File: src/rtl/adc_input_frontend.sv
// adc_input_frontend
//   Serial ADC front end. A clk_en strobe starts one chip-select frame.
//   The frame is FRAME_BITS SCLK cycles long: 4 leading zeros, then
//   12 data bits, MSB first. The captured 12-bit code is converted to
//   a signed Q(WIDTH-FRAC).FRAC sample.
//
//   Optional feature: define ADC_DC_BLOCK_EN to insert a first-order
//   DC blocker (leaky accumulator, shift 8) after the conversion.
//
// Ports
//   clk          system clock, rising edge
//   rst          asynchronous reset, active high
//   clk_en       one-cycle conversion trigger (sample-rate strobe)
//   adc_sdo      serial data from the ADC
//   adc_cs_n     ADC chip select, active low
//   adc_sclk     ADC serial clock, idle high
//   sample_out   converted sample; holds its value between updates
//   sample_valid one-cycle pulse when sample_out updates
//   busy         high while a frame is in progress
//   overrun      one-cycle pulse for each clk_en that arrives while busy
//
// Timing at defaults:
//   clk_en cycle 0, SETUP cycles 1..4, SHIFT cycles 5..132, DONE cycle 133.
//   sample_out/sample_valid are registered out of DONE, so they appear in
//   cycle 134. busy covers cycles 1..133, so a clk_en in DONE is an
//   overrun, and a clk_en in cycle 134 starts the next frame.
module adc_input_frontend #(
  parameter int WIDTH      = 18,
  parameter int FRAC       = 14,
  parameter int SCLK_DIV   = 4,
  parameter int FRAME_BITS = 16
) (
  input  logic                    clk,
  input  logic                    rst,
  input  logic                    clk_en,
  input  logic                    adc_sdo,
  output logic                    adc_cs_n,
  output logic                    adc_sclk,
  output logic signed [WIDTH-1:0] sample_out,
  output logic                    sample_valid,
  output logic                    busy,
  output logic                    overrun
);

  localparam int DIV_W = (SCLK_DIV > 1) ? $clog2(SCLK_DIV) : 1;
  localparam int BIT_W = (FRAME_BITS > 1) ? $clog2(FRAME_BITS) : 1;
  // Mid-scale code 2048, scaled by 2^(FRAC-11), lands on 0.
  localparam logic signed [WIDTH-1:0] OFFSET = WIDTH'(2 ** FRAC);

  typedef enum logic [1:0] {IDLE, SETUP, SHIFT, DONE} state_t;

  state_t             state, state_nxt;
  logic [DIV_W-1:0]   div_cnt;
  logic [BIT_W-1:0]   bit_cnt;
  logic               phase_hi;
  logic [11:0]        shift_reg;   // the leading frame bits fall out the top
  logic               div_last, bit_last;
  logic [WIDTH-1:0]   code_ext;
  logic signed [WIDTH-1:0] x_raw, x_out;

  assign div_last = (div_cnt == DIV_W'(SCLK_DIV - 1));
  assign bit_last = (bit_cnt == BIT_W'(FRAME_BITS - 1));
  // busy is low in IDLE, so a trigger never counts as an overrun.
  assign overrun  = clk_en & busy;

  assign code_ext = WIDTH'(shift_reg) << (FRAC - 11);
  assign x_raw    = $signed(code_ext) - OFFSET;

`ifdef ADC_DC_BLOCK_EN
  localparam logic signed [WIDTH+8:0] YMAX = (WIDTH+9)'(2 ** (WIDTH-1) - 1);
  localparam logic signed [WIDTH+8:0] YMIN = -(WIDTH+9)'(2 ** (WIDTH-1));

  logic signed [WIDTH+7:0] acc, acc_sh;
  logic signed [WIDTH+8:0] y_wide;

  assign acc_sh = acc >>> 8;
  assign y_wide = (WIDTH+9)'(x_raw) - (WIDTH+9)'(acc_sh);

  always_comb begin
    x_out = y_wide[WIDTH-1:0];
    if (y_wide > YMAX)      x_out = YMAX[WIDTH-1:0];
    else if (y_wide < YMIN) x_out = YMIN[WIDTH-1:0];
  end

  // The accumulator tracks the DC level; it moves once per converted sample.
  always_ff @(posedge clk or posedge rst) begin
    if (rst)                acc <= '0;
    else if (state == DONE) acc <= acc + (WIDTH+8)'(x_raw) - acc_sh;
  end
`else
  assign x_out = x_raw;
`endif

  always_ff @(posedge clk or posedge rst) begin
    if (rst) state <= IDLE;
    else     state <= state_nxt;
  end

  always_comb begin
    state_nxt = state;
    case (state)
      IDLE:    if (clk_en) state_nxt = SETUP;
      SETUP:   if (div_last) state_nxt = SHIFT;
      SHIFT:   if (div_last && phase_hi && bit_last) state_nxt = DONE;
      DONE:    state_nxt = IDLE;
      default: state_nxt = IDLE;
    endcase
  end

  always_ff @(posedge clk or posedge rst) begin
    if (rst) begin
      adc_cs_n     <= 1'b1;
      adc_sclk     <= 1'b1;
      sample_out   <= '0;
      sample_valid <= 1'b0;
      busy         <= 1'b0;
      div_cnt      <= '0;
      bit_cnt      <= '0;
      phase_hi     <= 1'b0;
      shift_reg    <= '0;
    end else begin
      sample_valid <= 1'b0;
      case (state)
        IDLE: begin
          div_cnt  <= '0;
          bit_cnt  <= '0;
          phase_hi <= 1'b0;
          if (clk_en) begin
            adc_cs_n <= 1'b0;
            busy     <= 1'b1;
          end
        end
        SETUP: begin
          if (div_last) begin
            div_cnt  <= '0;
            adc_sclk <= 1'b0;
          end else begin
            div_cnt <= div_cnt + 1'b1;
          end
        end
        SHIFT: begin
          // Capture in the first cycle with SCLK high. The ADC changed
          // SDO on the falling edge, so the data has had half a bit to settle.
          if (phase_hi && div_cnt == '0)
            shift_reg <= {shift_reg[10:0], adc_sdo};
          if (div_last) begin
            div_cnt <= '0;
            if (!phase_hi) begin
              adc_sclk <= 1'b1;
              phase_hi <= 1'b1;
            end else if (bit_last) begin
              adc_cs_n <= 1'b1;       // SCLK is already high, so it stays idle
              phase_hi <= 1'b0;
            end else begin
              adc_sclk <= 1'b0;
              phase_hi <= 1'b0;
              bit_cnt  <= bit_cnt + 1'b1;
            end
          end else begin
            div_cnt <= div_cnt + 1'b1;
          end
        end
        DONE: begin
          busy         <= 1'b0;
          sample_out   <= x_out;
          sample_valid <= 1'b1;
        end
        default: ;
      endcase
    end
  end

endmodule

File: config.mk
export PLATFORM = sky130hd
export DESIGN_NAME = adc_input_frontend
export DESIGN_NICKNAME = d
export VERILOG_FILES = /design/src/rtl/adc_input_frontend.sv
export SDC_FILE = /design/constraint.sdc
export NUM_CORES = 1
export LEC_CHECK = 0
export BUFFER_PORTS_ARGS = -buffer_cell sky130_fd_sc_hd__buf_2
export CORE_MARGIN = 2
export CORE_UTILIZATION = 43
export DETAILED_ROUTE_END_ITERATION = 16
export GPL_ROUTABILITY_DRIVEN = 0
export SLEW_MARGIN = 20
export SYNTH_ARGS = -nofsm -noshare
export SYNTH_HDL_FRONTEND = slang
export SYNTH_SLANG_ARGS = --single-unit
File: constraint.sdc
create_clock -name clk -period 3.8 [get_ports clk]
set_input_delay 0.76 -clock clk [delete_from_list [all_inputs] [get_ports clk]]
set_output_delay 0.76 -clock clk [all_outputs]
set_load 0.03 [all_outputs]
==> metrics.txt, run 1 <==
Inserted Clock Buffers 5; hold path start shift_reg[11]; register area share after synthesis 0.538; initial antenna violation count 0; Hold Path Class flip-flop to flip-flop; Synth cell types 32; H-tree levels 2; final worst slack 1.75 ns; FP Rows 23; setup TNS 0 ns; sequential cell area 928 um^2; fraction of layout cells with a size suffix above 1 0.382; asr flop ratio synth 1.00; total power draw 0.775 mW; post-CTS resize count 0; Worst path max stage delay 0.50 ns; multi-input logic area 718 um^2; P_leak 1.02 nW; Pre-antenna DRT Iters 4; clock skew 0.00932 ns; Slew @ Worst Pin 0.926 ns; Final #Nets 169; largest net degree at the start of global routing 26; Cell Area, Synth 1730 um^2; DR DRC count 0; first-pass GRT wire length 4.55 mm; GRT overflow 0; num ports 27; Critical Path RT 3.97 ns; CTS tree done; Setup crit end kind flip-flop; clock slew seen by the registers of the worst setup and hold paths 0.07 ns; GRT Resource Usage Total 0.141; final setup fails 0; # diodes 0; yosys synthesis warning count 0; run status complete, no violations; Fillers 329; Hold-fix buffers, CTS 0; Worst slew margin 0.382; Seq cells post-synth 37; critical path peak fanout 12; Peak Freq 487 MHz; Initial Util 0.438; Post-Syn Area per Cell 13.1 um^2; die area 4540 um^2; Avg WL per Cell 14.1 um; fin. max-slew vios 0; worst setup path start state[0]; Period minus WS final 2.05 ns; total wire length 2.93 mm; CTS max path bufs 2; die width 67.3 um; Setup CP Type flip-flop to flip-flop; antenna-violating nets left 0; via count 1060; IO Port Bufs 23; crit start category flip-flop; die height 67.3 um; CTS root buffer clkbuf_8; Max-Cap Viols 0; final number of hold-violating endpoints 0; RSZ-0062 raised after global routing false; crit share post-route 0.540; Worst VDD drop 0.175 mV; synthesized netlist cell count 132; DR iter-0 viols 54; setup bufs post-CTS 0; core area 3940 um^2; Layout area overhead 14.6%; crit path DAT 2.22 ns; vias in the first global route 977; HPWL Detailed 2.00 mm; post-DR vias/cell 5.12; CTS sink count 37; Setup WS pre-CTS 1.77 ns; Most used DFF post-synth dfrtp_1; Post-synth EDFFs 0; crit-path cells inv_1 > ha_1 > nand3_1 > mux2_1; worst reg2reg path startpoint state[0]; PwrDens 392 nW/um^2; clk_lat worst skew 0.29 ns; CP max stage cell nand3_1
through the flow:
stage | cells | cell area, um^2 | utilization | hold slack (ns)
3_5_place_dp | 199 | 1860 | 0.471 | 0.454
2_1_floorplan | 134 | 1730 | - | 0.417
4_1_cts | 207 | 1980 | 0.502 | 0.464
5_1_grt | 207 | 1980 | 0.502 | 0.507
3_3_place_gp | 199 | 1860 | 0.471 | 0.446
6_report | 207 | 1980 | 0.502 | 0.456
per-layer routing:
layer / global-route usage / vias to the layer above / wire (um)
li1: - / 499 / -
met1: 0.179 / 531 / 1390
met2: 0.205 / 23 / 1360
met3: 0.0483 / 7 / 114
met4: 0.0867 / 0 / 53
met5: 0 / - / 0
final cells by class:
type                       count  area share
sequential                    37       0.469
multi-input combinational     81       0.363
timing repair buffer          24      0.0620
clock buffer                   6      0.0417
tap                           50      0.0316
clock inverter                 2      0.0190
inverter                       7      0.0133
Yosys cell counts, types with 2 or more instances:
| library cell | n | area (um^2) |
|---|---|---|
| dfstp_2 | 2 | 52.6 |
| buf_4 | 6 | 45.0 |
| nor2b_1 | 3 | 18.8 |
| inv_1 | 7 | 26.3 |
| nand2_1 | 7 | 26.3 |
| ha_1 | 9 | 113 |
| mux2i_1 | 3 | 30.0 |
| dfrtp_1 | 35 | 876 |
| a221o_1 | 2 | 20.0 |
| nand3_1 | 3 | 15.0 |
| buf_2 | 3 | 15.0 |
| nor2_1 | 3 | 11.3 |
| o21ai_0 | 3 | 15.0 |
| mux2_2 | 21 | 236 |
| mux2_1 | 6 | 67.6 |
| a21oi_1 | 3 | 15.0 |
cells in the final DEF (no fill, tap or decap), types with 6 or more instances in the layout:
master / synthesis / final
dfrtp_1: 35 / 35
ha_1: 9 / 9
clkbuf_8: 0 / 6
buf_2: 3 / 23
nand2_1: 7 / 7
mux2_2: 21 / 21
inv_1: 7 / 7
mux2_1: 6 / 6
critical path, delay by kind of cell, from the launching register on:
kind,cells,cell delay (ns)
flops,1,0.42
mux,1,0.48
buf+inv,1,0.14
fa+ha+maj,1,0.38
simple gates,1,0.50
path summary, 6_finish.rpt:
| kind | endpoint | cells after the start | slack, ns |
|---|---|---|---|
| max | shift_reg[11] | 4 | 1.75 |
| min | sample_out[16] | 1 | 0.46 |
| max reg2reg | shift_reg[11] | 4 | 1.75 |
| min reg2reg | sample_out[16] | 1 | 0.46 |
| max in group asynchronous | sample_valid | 3 | 2.41 |
| min in group asynchronous | bit_cnt[0] | 2 | 0.66 |
cells by family after synthesis:
family,after synthesis,synth area share
AOI/OAI and AO/OA,14,0.0674
adders and majority gates,9,0.0653
buffers and inverters,16,0.0500
DFF,37,0.538
muxes,30,0.194
other,1,0.00217
and+or+nand+nor,25,0.0834
power by group:
part / leakage (nW) / switching [mW] / internal, mW
clock network: 0.0574 / 0.144 / 0.213
logic: 0.490 / 0.0126 / 0.00455
registers: 0.469 / 0.00271 / 0.397
total: 1.02 / 0.160 / 0.615
No activity file was read; power rests on OpenSTA's default activity.
==> run 2, diff against run 1 <==
--- a/config.mk
+++ b/config.mk
@@ -5,6 +5,7 @@
 export SDC_FILE = /design/constraint.sdc
 export NUM_CORES = 1
 export LEC_CHECK = 0
+export ABC_AREA = 1
 export BUFFER_PORTS_ARGS = -buffer_cell sky130_fd_sc_hd__buf_2
 export CORE_MARGIN = 2
 export CORE_UTILIZATION = 43
==> constraint.sdc (replaced) <==
create_clock -name clk -period 1.9 [get_ports clk]
set_input_delay 0.38 -clock clk [delete_from_list [all_inputs] [get_ports clk]]
set_output_delay 0.38 -clock clk [all_outputs]
set_load 0.03 [all_outputs]
==> metrics.txt, run 2 <==
run status complete, no violations; fin. max-slew vios 0; clock slew seen by the registers of the worst setup and hold paths 0.07 ns; Hold Slack 0.192 ns; synthesized netlist cell count 202; Final #Nets 239; GRT Resource Usage Total 0.150; most common library cells after synthesis nand2_1 (54), dfrtp_1 (35), inv_1 (29), o21ai_0 (15), o21ai_2 (11); Post-Syn Area per Cell 8.98 um^2; post-CTS resize count 0; Post-synth EDFFs 0; worst r2r path cells 5; Setup WS pre-CTS 0.344 ns; crit share post-route 0.809; setup TNS 0 ns; # diodes 0; DR iter-0 viols 63; Peak Freq 651 MHz; synth top area cells dfrtp_1 (48%), nand2_1 (11%), ha_1 (6.2%), inv_1 (6.0%), o21ai_2 (5.3%); Reg power frac 0.370; GRT overflow 0; Switch Pwr 1.28 mW; DR DRC count 0; Setup CP Type flip-flop to flip-flop; largest net degree at the start of global routing 38; crit start category flip-flop; die area 4750 um^2; initial antenna violation count 0; H-tree levels 2; die width 69.0 um; register area share after synthesis 0.512; num ports 27; clock skew 0.00741 ns; final number of hold-violating endpoints 0; Layout area overhead 11.5%; Hold-fix buffers, CTS 0; Avg WL per Cell 10.6 um; CTS max path bufs 2; Pre-antenna DRT Iters 4; worst setup path start state[0]; crit path DAT 1.71 ns; most frequent cells in the layout nand2_1 (54), dfrtp_1 (35), inv_1 (29), buf_2 (23), o21ai_0 (15); first-pass GRT wire length 5.07 mm; setup bufs post-CTS 0; Most used DFF post-synth dfrtp_1; asr flop ratio synth 1.00; Max-Cap Viols 0; FP Rows 23; final worst slack 0.364 ns; worst reg2reg path startpoint state[0]; Hold Path Class input port to asynchronous set/reset pin; Clock Power Share 0.183; IO Port Bufs 23; fraction of layout cells with a size suffix above 1 0.239; antenna-violating nets left 0; clk_lat worst skew 0.29 ns; Seq cells post-synth 37; HPWL Detailed 2.16 mm; core area 4030 um^2; via count 1273; count leader, synth nand2_1; Synth cell types 25; Pint 1.68 mW; Inserted Clock Buffers 5; power share of the combinational group 0.446; Initial Util 0.450; yosys synthesis warning count 0; P_leak 1.06 nW; Critical Path RT 2.07 ns; CTS tree done; Synth top area share 0.483; post-DR vias/cell 4.61; Period minus WS final 1.54 ns; commonest non-fill, non-tap cell in the layout nand2_1; leading area contributor after synthesis dfrtp_1; die height 69.0 um; Cell Area, Synth 1810 um^2; Setup crit end kind flip-flop; vias in the first global route 1153; CTS root buffer clkbuf_8; CTS sink count 37; total wire length 2.93 mm; critical path peak fanout 24; final setup fails 0; Worst VDD drop 0.727 mV; PwrDens 1460 nW/um^2; RSZ-0062 raised after global routing false; Switching Share 0.431; Util after Layout 0.502
run 2: logic make-up (layout without fill, tap and decap cells):
| logic type | after synthesis | count (layout) | synth area share |
|---|---|---|---|
| AO/OA/AOI/OAI | 31 | 31 | 0.111 |
| adder cells (fa/ha/maj) | 9 | 9 | 0.0621 |
| buffers and inverters | 41 | 63 | 0.107 |
| flip-flops | 37 | 37 | 0.512 |
| other | 1 | 3 | 0.00207 |
| AND/OR/NAND/NOR | 83 | 83 | 0.206 |
run 2: metal layers:
| layer | wire [um] | vias up | share of wire | track usage |
|---|---|---|---|---|
| met1 | 1390 | 572 | 0.47 | 0.176 |
| li1 | - | 669 | - | - |
| met2 | 1350 | 25 | 0.46 | 0.245 |
| met3 | 134 | 7 | 0.046 | 0.0536 |
| met4 | 57 | 0 | 0.019 | 0.0662 |
| met5 | 0 | - | 0 | 0 |
run 2: area by class of cell:
type | count | area (um^2)
Tap cell | 50 | 62.6
Fill cell | 388 | 2010
Sequential cell | 37 | 928
Multi-Input combinational cell | 126 | 699
Timing Repair Buffer | 25 | 130
Inverter | 31 | 116
Clock buffer | 7 | 86.3
run 2: critical path: stages (launching register included):
cell	delay [ns]
dfrtp_1	0.42
inv_1	0.12
ha_1	0.32
nand3_4	0.32
nor2_1	0.21
a21oi_2	0.04
run 2: worst paths after layout:
check | slack (ns) | end
worst max register to register | 0.36 | shift_reg[0]
worst max-delay path | 0.36 | shift_reg[0]
min in group clk | 0.34 | shift_reg[0]
max in group asynchronous | 1.37 | adc_sclk
worst min register to register | 0.46 | adc_sclk
worst min-delay path | 0.19 | bit_cnt[0]
run 2: power by group through the flow:
stage / Combinational (mW) / Sequential [mW] / Clock (mW)
after floorplan: 0.936 / 1.26 / 0
after global placement: 1.33 / 1.11 / 0
after detailed placement: 1.33 / 1.11 / 0
after CTS: 1.34 / 1.10 / 0.574
after global routing: 1.49 / 1.12 / 0.601
final: 1.32 / 1.10 / 0.541
run 2: per-stage QoR:
| step | std cells | power, mW | area, um^2 |
|---|---|---|---|
| CTS | 276 | 3.01 | 2020 |
| floorplan | 204 | 2.20 | 1820 |
| finish | 276 | 2.96 | 2020 |
| global route | 276 | 3.22 | 2020 |
| global placement | 269 | 2.44 | 1940 |
| detailed placement | 269 | 2.45 | 1940 |
